==> src/rtl/mul_div_unit.sv <==
// mul_div_unit: multiply/divide unit in EX feeding the HI/LO register.
// Multiplies finish in one cycle; divides use a 32-iteration radix-2
// restoring divider and hold busy so the pipeline stalls.
// Build option: define MDU_DIV_EN to compile in the divider. Without it,
// DIV/DIVU pass through FAST for one busy cycle and never write HI/LO.
module mul_div_unit (
  input  logic        clk,
  input  logic        reset,
  input  logic        start,
  input  logic [1:0]  op,
  input  logic [31:0] src_a,
  input  logic [31:0] src_b,
  input  logic        cancel,
  output logic        busy,
  output logic [63:0] hilo_result,
  output logic        hilo_wen
);

`ifdef MDU_DIV_EN
  typedef enum logic [1:0] {
    IDLE = 2'd0,
    FAST = 2'd1,
    DIV  = 2'd2
  } state_e;
`else
  typedef enum logic [1:0] {
    IDLE = 2'd0,
    FAST = 2'd1
  } state_e;
`endif

  state_e      state_q, state_d;
  logic [1:0]  op_q, op_d;
  logic [31:0] srcA_q, srcA_d;
  logic [31:0] srcB_q, srcB_d;
  logic [63:0] result_q, result_d;
  logic        wen_q, wen_d;
  logic        busy_q, busy_d;
  logic        canLaunch;

  // Multiplier operands are sign- or zero-extended to 64 bits so that a
  // single truncated 64-bit product serves both MULT and MULTU.
  logic        mulSigned;
  logic [63:0] mulA, mulB, product;

  assign mulSigned = ~op_q[0];
  assign mulA      = {{32{mulSigned & srcA_q[31]}}, srcA_q};
  assign mulB      = {{32{mulSigned & srcB_q[31]}}, srcB_q};
  assign product   = mulA * mulB;

`ifdef MDU_DIV_EN
  logic [4:0]  divCnt_q, divCnt_d;
  logic [31:0] rem_q, rem_d;
  logic [31:0] quo_q, quo_d;
  logic        negQuo_q, negQuo_d;
  logic        negRem_q, negRem_d;
  logic [31:0] divisorMag;
  logic [31:0] launchDividendMag;
  logic [32:0] shifted;
  logic        fits;
  logic [31:0] subRes, remStep, quoStep, remFinal, quoFinal;

  // The divider works on magnitudes; signs are restored on the final step.
  // The quotient register starts out holding the dividend magnitude and its
  // top bit is shifted into the partial remainder every iteration.
  assign divisorMag        = (~op_q[0] & srcB_q[31]) ? (~srcB_q + 32'd1) : srcB_q;
  assign launchDividendMag = (~op[0] & src_a[31]) ? (~src_a + 32'd1) : src_a;
  assign shifted           = {rem_q, quo_q[31]};
  assign fits              = (shifted >= {1'b0, divisorMag});
  assign subRes            = shifted[31:0] - divisorMag;
  assign remStep           = fits ? subRes : shifted[31:0];
  assign quoStep           = {quo_q[30:0], fits};
  assign remFinal          = negRem_q ? (~remStep + 32'd1) : remStep;
  assign quoFinal          = negQuo_q ? (~quoStep + 32'd1) : quoStep;
`endif

  // Next-state, datapath and write-pulse logic; completing edges may launch
  // the next operation, and cancel overrides everything else.
  always_comb begin
    state_d   = state_q;
    op_d      = op_q;
    srcA_d    = srcA_q;
    srcB_d    = srcB_q;
    result_d  = result_q;
    wen_d     = 1'b0;
    canLaunch = 1'b0;
`ifdef MDU_DIV_EN
    divCnt_d  = divCnt_q;
    rem_d     = rem_q;
    quo_d     = quo_q;
    negQuo_d  = negQuo_q;
    negRem_d  = negRem_q;
`endif

    case (state_q)
      IDLE: begin
        canLaunch = 1'b1;
      end
      FAST: begin
        state_d   = IDLE;
        canLaunch = 1'b1;
        if (!op_q[1]) begin
          result_d = product;
          wen_d    = 1'b1;
        end
`ifdef MDU_DIV_EN
        else begin
          result_d = {srcA_q, 32'hFFFF_FFFF};
          wen_d    = 1'b1;
        end
`endif
      end
`ifdef MDU_DIV_EN
      DIV: begin
        divCnt_d = divCnt_q + 5'd1;
        rem_d    = remStep;
        quo_d    = quoStep;
        if (divCnt_q == 5'd31) begin
          state_d   = IDLE;
          result_d  = {remFinal, quoFinal};
          wen_d     = 1'b1;
          canLaunch = 1'b1;
        end
      end
`endif
      default: begin
        state_d = IDLE;
      end
    endcase

    if (canLaunch && start && !cancel) begin
      op_d    = op;
      srcA_d  = src_a;
      srcB_d  = src_b;
      state_d = FAST;
`ifdef MDU_DIV_EN
      if (op[1] && (src_b != 32'd0)) begin
        state_d  = DIV;
        divCnt_d = 5'd0;
        rem_d    = 32'd0;
        quo_d    = launchDividendMag;
        negQuo_d = ~op[0] & (src_a[31] ^ src_b[31]);
        negRem_d = ~op[0] & src_a[31];
      end
`endif
    end

    if (cancel) begin
      state_d  = IDLE;
      wen_d    = 1'b0;
      result_d = result_q;
    end

    busy_d = (state_d != IDLE);
  end

  // State and datapath registers with asynchronous reset to the idle state.
  always_ff @(posedge clk or posedge reset) begin
    if (reset) begin
      state_q  <= IDLE;
      op_q     <= 2'd0;
      srcA_q   <= 32'd0;
      srcB_q   <= 32'd0;
      result_q <= 64'd0;
      wen_q    <= 1'b0;
      busy_q   <= 1'b0;
`ifdef MDU_DIV_EN
      divCnt_q <= 5'd0;
      rem_q    <= 32'd0;
      quo_q    <= 32'd0;
      negQuo_q <= 1'b0;
      negRem_q <= 1'b0;
`endif
    end else begin
      state_q  <= state_d;
      op_q     <= op_d;
      srcA_q   <= srcA_d;
      srcB_q   <= srcB_d;
      result_q <= result_d;
      wen_q    <= wen_d;
      busy_q   <= busy_d;
`ifdef MDU_DIV_EN
      divCnt_q <= divCnt_d;
      rem_q    <= rem_d;
      quo_q    <= quo_d;
      negQuo_q <= negQuo_d;
      negRem_q <= negRem_d;
`endif
    end
  end

  assign busy        = busy_q;
  assign hilo_result = result_q;
  assign hilo_wen    = wen_q;

endmodule
==> config.mk <==
export PLATFORM = sky130hd
export DESIGN_NAME = mul_div_unit
export DESIGN_NICKNAME = d
export VERILOG_FILES = /design/src/rtl/mul_div_unit.sv
export SDC_FILE = /design/constraint.sdc
export NUM_CORES = 2
export LEC_CHECK = 0
export CORE_ASPECT_RATIO = 2
export CORE_MARGIN = 3
export CORE_UTILIZATION = 45
export DETAILED_ROUTE_END_ITERATION = 8
export HOLD_SLACK_MARGIN = 0.06
export SYNTH_ARGS = -nofsm -noshare
export SYNTH_HDL_FRONTEND = slang
export SYNTH_SLANG_ARGS = --single-unit
==> constraint.sdc <==
create_clock -name clk -period 11.09 [get_ports clk]
set_clock_uncertainty 0.15 [all_clocks]
set_input_delay 1.6635 -clock clk [delete_from_list [all_inputs] [get_ports clk]]
set_output_delay 1.6635 -clock clk [all_outputs]
set_load 0.01 [all_outputs]
==> summary.md <==
| Metric | Value |
|---|---|
| Area added between synthesis and finish | `7.342%` |
| Total Negative Setup Slacks | `0 ns` |
| Top-level port count | `136` |
| Top cells by area, synth | `fa_1 (53%), inv_1 (9.7%), dfrtp_1 (7.9%)` |
| Buffer cell driving the clock tree root | `clkbuf_16` |
| Main combinational cell family by area after synthesis | `adder cells` |
| Actual transition at the worst max-transition pin | `1.099 ns` |
| Outcome | `complete, no violations` |
| Post-Synth XOR/XNOR Area | `0.01440` |
| First-pass GRT wire length | `216100 um` |
| Initial Util | `0.4535` |
| Layout cells sized above 1 | `0.04856` |
| DRC marker count from the first detailed-route iteration | `1810` |
| Total of flip-flops plus latches after synthesis | `134` |
| Max Cap Violations | `0` |
| Router iterations before antenna repair | `5` |
| Number of setup buffers added after CTS | `0` |
| Number of antenna violations at the first check in global routing | `1` |
| Total wirelength of the detailed-routed design | `147200 um` |
| Worst hold path class | `flop to flop` |
| Netlist area before placement | `0.04258 mm2` |
| Simple-gate area share of the yosys netlist | `0.1419` |
| Die area | `0.09858 mm2` |
| Core ar. | `0.09390 mm2` |
| Number of buffers added by the clock tree synthesis step | `17` |
| Critical Path AT | `9.52 ns` |
| Clock latency on the worst-skew pair | `0.52 ns` |
| Cts-stage hold buffer count | `0` |
| Clock Path Buffers | `2` |
| Cell accounting for the most synthesized area | `fa_1` |
| Vias after detailed routing | `31390` |
| Hold Path Stages | `2` |
| Number of distinct library cells after synthesis | `60` |
| Gp weighted congestion | `0.9798` |
| Highest achievable clock rate | `108.0 MHz` |
| Setup violators final | `0` |
| Total of warnings raised by yosys | `0` |
| Proportion of synthesized area in mux cells | `0.01745` |
| Drt wl/cell | `25.74 um` |
| Launching point of the worst reg2reg path | `op_q[0]$_DFFE_PP0P_` |
| Async set-or-reset flop fraction in the synthesized netlist | `1.000` |
| Final std cells w/o fill | `5719` |
| Pin count of the biggest net entering global routing | `86` |
| Number of synthesized flops with an enable pin | `0` |
| Worst setup path endpoint | `hilo_result[57]$_DFFE_PP0P_` |
| Vertical die dimension | `441.0 um` |
| Critical path start-end classification | `flop to flop` |
| Sequential area share after synthesis | `0.07874` |
| Total overflow reported by the global router | `0` |
| Number of global-route vias before repair | `35430` |
| DP HPWL | `118300 um` |
| Layout Nets | `5904` |
| Crit. End Element | `flop` |
| Setup repair after global routing missed its margin | `no` |
| Number of placed instances, taps included | `5685` |
| Max Fanout on Critical Path | `30` |
| Number of resized instances in the post-cts repair step | `0` |
| CP required | `11.35 ns` |
| Number of cell rows | `159` |
| Max-slew violation count | `0` |
| Aggregate global-route resource usage | `0.3087` |
| Cell count after synthesis | `4515` |
| Worst setup slack for register-to-register paths | `1.83 ns` |
| Via-to-Cell Ratio | `5.489` |
| Number of clock sinks | `134` |
| Post-Synthesis Mean Instance Area | `9.432 um2` |
| Startpoint type of the worst setup path | `flop` |
| Endpoint of the worst register-to-register path | `hilo_result[57]$_DFFE_PP0P_` |
| Share of synthesized cell area in full adder, half adder and majority cells | `0.5912` |
| Worst setup path startpoint | `op_q[0]$_DFFE_PP0P_` |
| Port-buffer cells | `135` |
| Minimum clock period after layout | `9.261 ns` |
| Yosys top cell area share | `0.5289` |
| Clock-pin slew on the worst setup and hold paths | `0.07 ns` |
| Post-Synthesis Net Count | `5922` |
| Final antenna-violating net count | `0` |
| Reg2reg path depth | `25` |
| Fill cell count | `9025` |
| Synthesized-area fraction occupied by ao, oa, aoi and oai cells | `0.03705` |
| Relative slew slack | `0.2674` |
| Clock tree from TritonCTS | `done` |
| Overall die width | `223.5 um` |
| Post-route clock period utilization | `0.8350` |
| Final Hold Violating Endpoints | `0` |
| Prevailing post-synth register cell | `dfrtp_1` |
| Number of levels in the clock H-tree | `4` |
| Detailed-route DRC error count | `0` |
-- final cells by class --
cell class | instances | area, um2 | area share
clock buffer | 19 | 442.9 | 0.009690
sequential | 134 | 3376 | 0.07385
multi-input combinational | 3031 | 34170 | 0.7474
tap | 1207 | 1510 | 0.03304
inverter | 1099 | 4130 | 0.09035
antenna | 2 | 5.005 | 0.0001095
timing repair buffer | 214 | 1944 | 0.04254
clock inverter | 13 | 137.6 | 0.003011
-- synthesized netlist by cell type, types with 4 or more instances --
cell type	count
ha_1	212
or2_2	10
a21oi_1	62
and3_1	7
fa_1	1125
inv_1	1099
nand2b_1	6
and2_1	379
nor2b_1	7
nor2_1	46
o21a_1	11
nand2_1	796
a211oi_1	6
a31oi_1	8
nand3_1	15
o21bai_1	12
mux2_2	66
o31ai_1	8
nor3_1	10
xnor2_1	50
or3_1	4
clkbuf_1	247
dfrtp_1	134
a21o_1	33
xor2_1	20
nand4_1	12
o21ai_0	81
-- registers in the layout (all words and copies together), names as in the netlist --
signal	flops
hilo_result	64
srcA_q	32
srcB_q	32
op_q	2
state_q	2
busy	1
hilo_wen	1
-- through the flow --
stage	hold slack, ns	utilization	worst slack, ns	cell area [um2]
final	0.3271	0.4868	1.829	45710
after global placement	0.3081	0.4806	2.151	45130
after global routing	0.3474	0.4868	1.569	45710
after floorplan	0.2712	-	2.717	42580
after CTS	0.3328	0.4868	1.946	45710
after detailed placement	0.3158	0.4806	1.976	45130
-- how the worst min path moves through the flow --
stage	from	endpoint	slack (ns)
final	hilo_result[3]$_DFFE_PP0P_	hilo_result[3]$_DFFE_PP0P_	0.33
after global routing	hilo_result[6]$_DFFE_PP0P_	hilo_result[6]$_DFFE_PP0P_	0.35
after CTS	hilo_result[6]$_DFFE_PP0P_	hilo_result[6]$_DFFE_PP0P_	0.33
after detailed placement	hilo_result[6]$_DFFE_PP0P_	hilo_result[6]$_DFFE_PP0P_	0.32
after global placement	hilo_result[0]$_DFFE_PP0P_	hilo_result[0]$_DFFE_PP0P_	0.31
after floorplan	state_q[1]$_DFF_PP0_	busy$_DFF_PP0_	0.27
-- logic make-up (layout without fill, tap and decap cells) --
group / after synthesis / count (layout)
buffers and inverters: 1350 / 1345
and+or+nand+nor: 1304 / 1304
adders and majority gates: 1337 / 1337
muxes: 66 / 66
DFF: 134 / 134
xor gates and xnor gates: 70 / 70
AOI/OAI and AO/OA: 253 / 253
other: 1 / 3
-- layout by cell type, fill, tap and decap left out, types with 46 or more instances in the layout --
cell,Yosys,routed
ha_1,212,212
fa_1,1125,1125
o21ai_0,81,81
dfrtp_1,134,116
clkdlybuf4s50_1,0,135
xnor2_1,50,50
a21oi_1,62,62
mux2_2,66,66
nor2_1,46,46
buf_4,0,79
nand2_1,796,796
and2_1,379,379
inv_1,1099,1098
-- routing by layer --
layer / GRT usage / share of wire / vias up
li1: - / - / 12880
met1: 0.2639 / 0.27 / 16550
met2: 0.5841 / 0.55 / 1267
met3: 0.03897 / 0.043 / 691
met4: 0.3246 / 0.13 / 0
met5: 0 / 0 / -
-- worst max-delay path, cell delays in order (launching register included) --
cell      delay, ns
dfrtp_1        0.41
nor2b_1        0.12
buf_4          0.36
nand2_1        0.17
inv_1          0.18
fa_1           0.50
fa_1           0.57
fa_1           0.58
inv_1          0.25
fa_1           1.20
fa_1           0.56
inv_1          0.09
fa_1           0.39
inv_1          0.10
fa_1           0.43
fa_1           0.49
inv_1          0.04
ha_1           0.38
a21o_1         0.19
a21oi_1        0.22
o21ai_0        0.16
or3_1          0.35
a211oi_1       0.45
nor4_1         0.15
or3_1          0.37
a31o_2         0.25
Power is left out: the tool's default activity adds up to more than one toggle a clock period on the data nets, which glitch-free logic cannot reach.
